File: src/rtl/sonar_ping_sequencer.sv
// rtl/sonar_ping_sequencer.sv - one-ping clear/transmit/blank/listen sequencer with per-channel time of flight
module sonar_ping_sequencer #(
    parameter int N_CH    = 8,
    parameter int TW      = 16,
    parameter int CLR_CYC = 4
) (
    input  logic                 wb_clk_i,
    input  logic                 wb_rst_i,
    input  logic                 start_i,
    input  logic                 abort_i,
    input  logic                 ce_pcm,
    input  logic [TW-1:0]        tx_len_i,
    input  logic [TW-1:0]        blank_i,
    input  logic [TW-1:0]        timeout_i,
    input  logic [N_CH-1:0]      cmp_i,
    output logic                 mclear_o,
    output logic                 tx_en_o,
    output logic                 busy_o,
    output logic                 done_o,
    output logic [N_CH-1:0]      hit_o,
    output logic [N_CH*TW-1:0]   tof_o
);

    typedef enum logic [2:0] {
        S_IDLE,
        S_CLEAR,
        S_TX,
        S_BLANK,
        S_LISTEN,
        S_DONE
    } state_t;

    state_t              r_state;
    logic [TW-1:0]       r_timer;
    logic [TW-1:0]       r_tx_len;
    logic [TW-1:0]       r_blank;
    logic [TW-1:0]       r_timeout;
    logic [3:0]          r_clr_cnt;
    logic                r_mclear;
    logic                r_tx_en;
    logic                r_busy;
    logic                r_done;
    logic [N_CH-1:0]     r_hit;
    logic [N_CH*TW-1:0]  r_tof;

    logic [TW-1:0]       w_timer_next;
    logic [TW:0]         w_timer_p1;
    logic                w_tx_last;
    logic [N_CH-1:0]     w_new_hit;
    logic                w_all_hit;
    logic                w_listen_exit;

    // Timer step (saturating) and the exit decisions for each timed phase
    always_comb begin
        w_timer_next  = (ce_pcm && !(&r_timer)) ? r_timer + {{(TW-1){1'b0}}, 1'b1} : r_timer;
        w_timer_p1    = {1'b0, r_timer} + {{TW{1'b0}}, 1'b1};
        w_tx_last     = (r_tx_len == '0) || (ce_pcm && (w_timer_p1 >= {1'b0, r_tx_len}));
        w_new_hit     = cmp_i & ~r_hit;
        w_all_hit     = &(r_hit | cmp_i);
        w_listen_exit = w_all_hit || (r_timer >= r_timeout);
    end

    // Ping state machine with registered outputs; abort beats everything except reset
    always_ff @(posedge wb_clk_i) begin
        if (wb_rst_i) begin
            r_state   <= S_IDLE;
            r_timer   <= '0;
            r_tx_len  <= '0;
            r_blank   <= '0;
            r_timeout <= '0;
            r_clr_cnt <= '0;
            r_mclear  <= 1'b0;
            r_tx_en   <= 1'b0;
            r_busy    <= 1'b0;
            r_done    <= 1'b0;
            r_hit     <= '0;
            r_tof     <= '0;
        end else if (abort_i && (r_state != S_IDLE)) begin
            r_state  <= S_IDLE;
            r_mclear <= 1'b0;
            r_tx_en  <= 1'b0;
            r_busy   <= 1'b0;
            r_done   <= 1'b0;
        end else begin
            case (r_state)
                S_IDLE: begin
                    r_done <= 1'b0;
                    if (start_i && !abort_i) begin
                        r_state   <= S_CLEAR;
                        r_tx_len  <= tx_len_i;
                        r_blank   <= blank_i;
                        r_timeout <= timeout_i;
                        r_clr_cnt <= '0;
                        r_timer   <= '0;
                        r_hit     <= '0;
                        r_tof     <= '0;
                        r_mclear  <= 1'b1;
                        r_busy    <= 1'b1;
                    end
                end
                S_CLEAR: begin
                    if (r_clr_cnt == 4'(CLR_CYC - 1)) begin
                        r_state  <= S_TX;
                        r_mclear <= 1'b0;
                        r_tx_en  <= 1'b1;
                    end else begin
                        r_clr_cnt <= r_clr_cnt + 4'd1;
                    end
                end
                S_TX: begin
                    r_timer <= w_timer_next;
                    if (w_tx_last) begin
                        r_state <= S_BLANK;
                        r_tx_en <= 1'b0;
                    end
                end
                S_BLANK: begin
                    r_timer <= w_timer_next;
                    if (r_timer >= r_blank) begin
                        r_state <= S_LISTEN;
                    end
                end
                S_LISTEN: begin
                    r_timer <= w_timer_next;
                    r_hit   <= r_hit | cmp_i;
                    for (int i = 0; i < N_CH; i++) begin
                        if (w_new_hit[i]) begin
                            r_tof[i*TW +: TW] <= r_timer;
                        end
                    end
                    if (w_listen_exit) begin
                        r_state <= S_DONE;
                        r_done  <= 1'b1;
                    end
                end
                S_DONE: begin
                    r_state <= S_IDLE;
                    r_done  <= 1'b0;
                    r_busy  <= 1'b0;
                end
                default: begin
                    r_state  <= S_IDLE;
                    r_mclear <= 1'b0;
                    r_tx_en  <= 1'b0;
                    r_busy   <= 1'b0;
                    r_done   <= 1'b0;
                end
            endcase
        end
    end

    assign mclear_o = r_mclear;
    assign tx_en_o  = r_tx_en;
    assign busy_o   = r_busy;
    assign done_o   = r_done;
    assign hit_o    = r_hit;
    assign tof_o    = r_tof;

endmodule

File: config.mk
export PLATFORM = sky130hd
export DESIGN_NAME = sonar_ping_sequencer
export DESIGN_NICKNAME = d
export VERILOG_FILES = /design/src/rtl/sonar_ping_sequencer.sv
export SDC_FILE = /design/constraint.sdc
export NUM_CORES = 1
export LEC_CHECK = 0
export ABC_AREA = 1
export CAP_MARGIN = 20
export CORE_AREA = 2 2 145 147
export CTS_CLUSTER_DIAMETER = 50
export DETAILED_ROUTE_END_ITERATION = 7
export DIE_AREA = 0 0 147 149
export PLACE_DENSITY = 0.72
export SETUP_SLACK_MARGIN = 0.4
export SYNTH_ARGS = -nofsm -noshare
export SYNTH_HDL_FRONTEND = slang
export SYNTH_SLANG_ARGS = --single-unit
File: constraint.sdc
create_clock -name wb_clk_i -period 3.7 [get_ports wb_clk_i]
set_input_delay 0.37 -clock wb_clk_i [delete_from_list [all_inputs] [get_ports wb_clk_i]]
set_output_delay 0.37 -clock wb_clk_i [all_outputs]
set_load 0.1 [all_outputs]
Yosys cells after proc, flatten, opt, wreduce, memory -nomap -nowiden
Cells that the tools add are included.

Register bits: 211. Input port bits: 61. Logic and storage cells: 126.

Add/sub/neg operators: 3. Order comparisons: 3. Eq/ne operators: 21. Muxes and demuxes: 33. Bitwise gates (word level): 8. Reduce and logical (&&, ||, !) cells: 39.

Operators with widths (count): case mux 128 bit (2 select lines) (1); two-way mux 16 bit (10); two-way mux 128 bit (1); AND reduction 4 bit (10); >= comparator 16 bit (2); case mux 16 bit (2 select lines) (1); != test 2 bit (second input constant) (14); adder 16 x 1 -> 17 bit (second input constant) (1); >= comparator 17 x 16 -> 1 bit (1); adder 16 x 1 -> 16 bit (second input constant) (1); zero test 16 bit (1); case mux 8 bit (2 select lines) (1); AND reduction 16 bit (1); two-way mux 3 bit (5); case mux 3 bit (5 select lines) (1); AND reduction 3 bit (4); OR reduction 4 bit (3); AND 8 bit (1); two-way mux 4 bit (2); two-way mux 8 bit (1); NOT 8 bit (1); OR 8 bit (1); case mux 4 bit (2 select lines) (1); AND reduction 8 bit (1); other kinds (20) (41).

Longest topological paths before layout
Depth after elaboration: 6. Depth in mapped cells: 19.

Least setup slack after synthesis
Ideal clock, no wire load.

Path type: register to register. Start point: reg r_timer[0]. End point: reg r_tx_en (netlist: tx_en_o). Library setup time: 0.119 ns. Data arrival time: 2.516 ns. Data required time: 3.581 ns. Setup slack: 1.065 ns. Stages on the path, launching flop included: 18. Buffers on the path: 0. Clock period less this slack: 2.635 ns. Cells stage by stage: dfxtp_1 -> inv_1 -> nor3_1 -> nand2_1 -> nor2_1 -> nand3_1 -> nor2_1 -> xor2_1 -> ha_1 -> nand4_1 -> nor4_1 -> nand2_1 -> nand3_1 -> nand2_1 -> nand2_1 -> nand3_1 -> nand2_1 -> nor2_1.

Word-level cells in the longest chain between the ends: 6.

RTL lines: start: declaration (line 34) `logic [TW-1:0] r_timer;`; start signal: assignment (line 111) `r_timer <= w_timer_next;`; start signal: assignment (line 118) `r_timer <= w_timer_next;`; start signal: assignment (line 124) `r_timer <= w_timer_next;`; adder 16 x 1 -> 17 bit (line 56) `w_timer_p1 = {1'b0, r_timer} + {{TW{1'b0}}, 1'b1};`; >= comparator 17 x 16 -> 1 bit (line 57) `w_tx_last = (r_tx_len == '0) || (ce_pcm && (w_timer_p1 >= {1'b0, r_tx_len}));`; logical AND 1 bit (line 57); logical OR 1 bit (line 57); != test 2 bit (no source line); AND reduction 3 bit (no source line); end signal: assignment (line 73) `r_tx_en <= 1'b0;`; end signal: assignment (line 81) `r_tx_en <= 1'b0;`; end signal: assignment (line 105) `r_tx_en <= 1'b1;`; end: declaration (line 40) `logic r_tx_en;`.

Every way passes these cells. A chain may end at the register's enable or synchronous reset.

Worst setup path in the final report
Start point: reg r_timer[5]. End point: reg r_state[1].

Word-level cells in the longest chain between the ends: 6. Elaborated cells on any way between the ends: 11. Classes of those cells: add/sub (1); order compare (3); eq/ne (3); reduce/logical (4).

RTL lines: adder 16 x 1 -> 17 bit (line 56); >= comparator 17 x 16 -> 1 bit (line 57); logical AND 1 bit (line 57); logical OR 1 bit (line 57); != test 2 bit (no source line); AND reduction 5 bit (no source line) (*); end signal: assignment (line 66) `r_state <= S_IDLE;`; end signal: assignment (line 79) `r_state <= S_IDLE;`; end signal: assignment (line 89) `r_state <= S_CLEAR;`; end: declaration (line 33) `state_t r_state;`.

Every way passes the cells marked *; elsewhere a longest branch is shown, timed or not.

==> results.md <==
- Die height: 149 microns
- Dominant cell type by area after synthesis: dfxtp_1
- Core Region: 0.0206 sq mm
- Clock Latency Late Sink: 0.51 ns
- DP HPWL: ~19000 microns
- Final Hold Viols: 0
- Clock sinks: 211
- Clock skew: 0.00872 ns
- Ys Warns: 0
- Via density: ~5.2
- Placement row count: 53
- Final Cell Area: 0.0120 sq mm
- Final nets: approximately 1400
- PwrDens: a little under 1000 mW/mm^2
- Root Driver: clkbuf_16
- Buffers on Ports: 200
- First-pass GRT wire length: 42600 microns
- Crit path time final: 2.98 ns
- Simple-Gate Fraction of Synth Area: 11.4%
- Most used cell, CP: nand2_1
- RSZ-0062 raised after global routing: false
- FILL cells: 1850
- CP required: 4.11 ns
- Top cell type's share of synthesized area: a little under half
- Iteration-0 DRC Markers: 431
- Maximum clock path buffer count: 3
- Syn avg cell area: 8.00 sq um
- Syn Std Cell Area: 0.00897 sq mm
- Io pins: 201
- CP startpoint kind: register
- Crit Path Class: register to register
- P&R area growth vs syn: 33.8%
- Storage element area: 0.00423 sq mm
- Post-synthesis mux area share: 0%
- Crit share post-route: between 80 and 90%
- Final Max Slew Viols: 0
- H-tree depth: 1
- Cell Area, Placed: 0.0111 sq mm
- Post-Synth XOR/XNOR Area: 1.46%
- Clk slew on worst S/H paths: 0.06 ns
- Hold_ws: 0.461 ns
- Total power: 11.9 mW
- WL final: 27700 microns
- Grt ovf: 0
- Post-DRT Antenna Nets: 0
- Crit path DAT: roughly 3.4 ns
- # diodes: 0
- CTS tree: yes
- Vias in the first global route: ~8000
- Compound-Gate Fraction of Synth Area: 24.5%
- Worst slew pin tran: between 1 and 1.5 ns
- Initial Util: 43.6%
- Initial antenna violation count: 0
- Area of the multi-input gates: 0.00399 sq mm
- Crit path max fanout: 6
- Synthesis-stage register bit count: 211
- GP Congestion: between 0.8 and 0.9
- DRC viols: 0
- Cell count after synthesis: between 1000 and 1500
- Setup TNS: 0 ns
- Total CTS buffers: 25
- Critical-path cell list: inv_1, nor4_1, nand2_1, nor2_1, nand3_1, nor2_1, xor2_1, ha_1, nand4_1, nor4_1, nand2_1, nand3_1, nand2_1, nand2_1, nand3_1, nand2_1, nor2_1
- Fmax: 335 MHz
- Largest stage delay, worst path: about 0.48 ns
- Slowest CP cell: dfxtp_1
- Die width: 147 microns
- WL/cell: 17.4 microns
- Post-synth cell types: 35
- Layout cells sized above 1: under 10%
- Status: finished, final reports clean
- Max-slew headroom: 29.7%
- Syn Nets: between 1000 and 1500
- Drt pass-1 iters: 5
- Largest net degree at the start of global routing: 124
- Seq/Total Area, Yosys: 47.1%
- Die Area: 0.0219 sq mm
- Setup violators final: 0
- Largest family of logic cells by synthesized area: compound AO/OA/AOI/OAI gates
- Hold buffers post-CTS: 0
- Area contributors post-synth: dfxtp_1, a21oi_1, o21ai_0
- Post-Synth Adder-Cell Area: 6.97%
- Max-cap viol count: 0
- DR vias: 8352
- Lkg Pwr: a little under 5 nW
- Hold Crit Class: register to register
- CP Capture Type: register
- GRT Total Usage: 24.5%
- VDD IR max: 0.000734 V
==> state kept, by name, summed over array words and instances (netlist names) <==
signal	cells
tx_en_o	1
done_o	1
r_timeout	16
r_tx_len	16
hit_o	8
tof_o	128
r_blank	16
r_timer	16
busy_o	1
r_clr_cnt	4
r_state	3
mclear_o	1
==> critical path: cells and delay by family (launching register included) <==
kind                     cells  cell delay [ns]
AND/OR/NAND/NOR             14             1.85
buffers and inverters        1             0.12
flip-flops                   1             0.48
XOR/XNOR                     1             0.10
adder cells (fa/ha/maj)      1             0.34
==> report_power, final <==
group	switching (mW)	internal, mW	leakage [nW]
Clock	0.959	1.50	0.415
Sequential	0.273	2.86	1.73
Combinational	4.77	1.51	2.66
Total	6.00	5.88	4.81
==> cell usage after synthesis <==
cell / count
a21oi_1: 224
o41ai_1: 1
o211ai_1: 1
nor3_1: 14
a21o_1: 1
o21ai_1: 17
nand2_2: 1
nand3b_1: 2
a211oi_1: 1
nor4_1: 6
nor3b_1: 3
buf_6: 8
nand2_4: 1
buf_1: 1
inv_1: 117
or2_2: 3
nand2_1: 119
nand4_1: 11
o31ai_1: 1
nor2_1: 54
nand3_1: 15
buf_2: 13
dfxtp_1: 211
o21ai_0: 171
a21oi_2: 9
buf_4: 1
nor2_4: 3
clkbuf_1: 38
inv_2: 4
xor2_1: 15
clkinv_1: 1
a41oi_1: 2
nor3_2: 1
ha_1: 50
nor2_2: 1
==> metrics by stage <==
step / cells / worst slack, ns / utilization, %
finish: 1592 / 0.717 / 58.4
global route: 1592 / 0.441 / 58.4
CTS: 1589 / 0.532 / 58.1
detailed placement: 1545 / 0.567 / 54.0
global placement: 1545 / 0.679 / 54.0
floorplan: 1121 / 1.06 / -
==> cells in the final DEF (no fill, tap or decap), types with 3 or more instances in the layout <==
master           instances
a21oi_1                224
a21oi_2                  9
buf_4                    9
clkbuf_16               25
clkbuf_8                 6
clkdlybuf4s50_1        200
clkinv_2                 4
clkinv_4                 3
dfxtp_1                209
ha_1                    50
inv_1                  116
inv_2                    4
nand2_1                119
nand3_1                 15
nand4_1                 11
nor2_1                  53
nor2_4                   3
nor3_1                  13
nor3b_1                  3
nor4_1                   6
o21ai_0                171
o21ai_1                 17
or2_2                    3
xor2_1                  15
==> cell families (layout without fill, tap and decap cells) <==
| logic type | count (synthesis) | in the layout |
|---|---|---|
| buf+inv | 183 | 379 |
| compound gates | 428 | 428 |
| xor+xnor | 15 | 15 |
| flops | 211 | 211 |
| simple gates | 234 | 234 |
| fa+ha+maj | 50 | 50 |
==> final cells by class <==
type,instances,area share [%]
clock buffers,33,5.96
clock inverters,11,1.02
inverters,122,3.84
multi-input cells,727,33.3
flip-flops and latches,211,35.2
well taps,275,2.87
repair buffers,213,17.8
==> metal layers <==
layer	wire length [microns]	global-route usage [%]	vias up
li1	-	-	4156
met1	11600	29.5	3894
met2	13200	42.0	250
met3	2310	7.86	52
met4	711	7.60	0
met5	0	0	-
==> final timing paths <==
check / depth (start not counted) / startpoint / endpoint / slack (ns)
max: 17 / r_timer[5]$_SDFFE_PP0P_ / r_state[1]$_SDFFE_PP0P_ / 0.72
min: 2 / r_timeout[6]$_SDFFE_PP0P_ / r_timeout[6]$_SDFFE_PP0P_ / 0.46
max reg2reg: 17 / r_timer[5]$_SDFFE_PP0P_ / r_state[1]$_SDFFE_PP0P_ / 0.72
min reg2reg: 2 / r_timeout[6]$_SDFFE_PP0P_ / r_timeout[6]$_SDFFE_PP0P_ / 0.46
==> what timing repair did <==
item,in CTS,in global routing
setup endpoints to repair,0,4
endpoints found under the hold margin,0,0
resized for setup,0,5
setup buffers,0,1
Note: power is estimated with default switching activity, not from simulation.
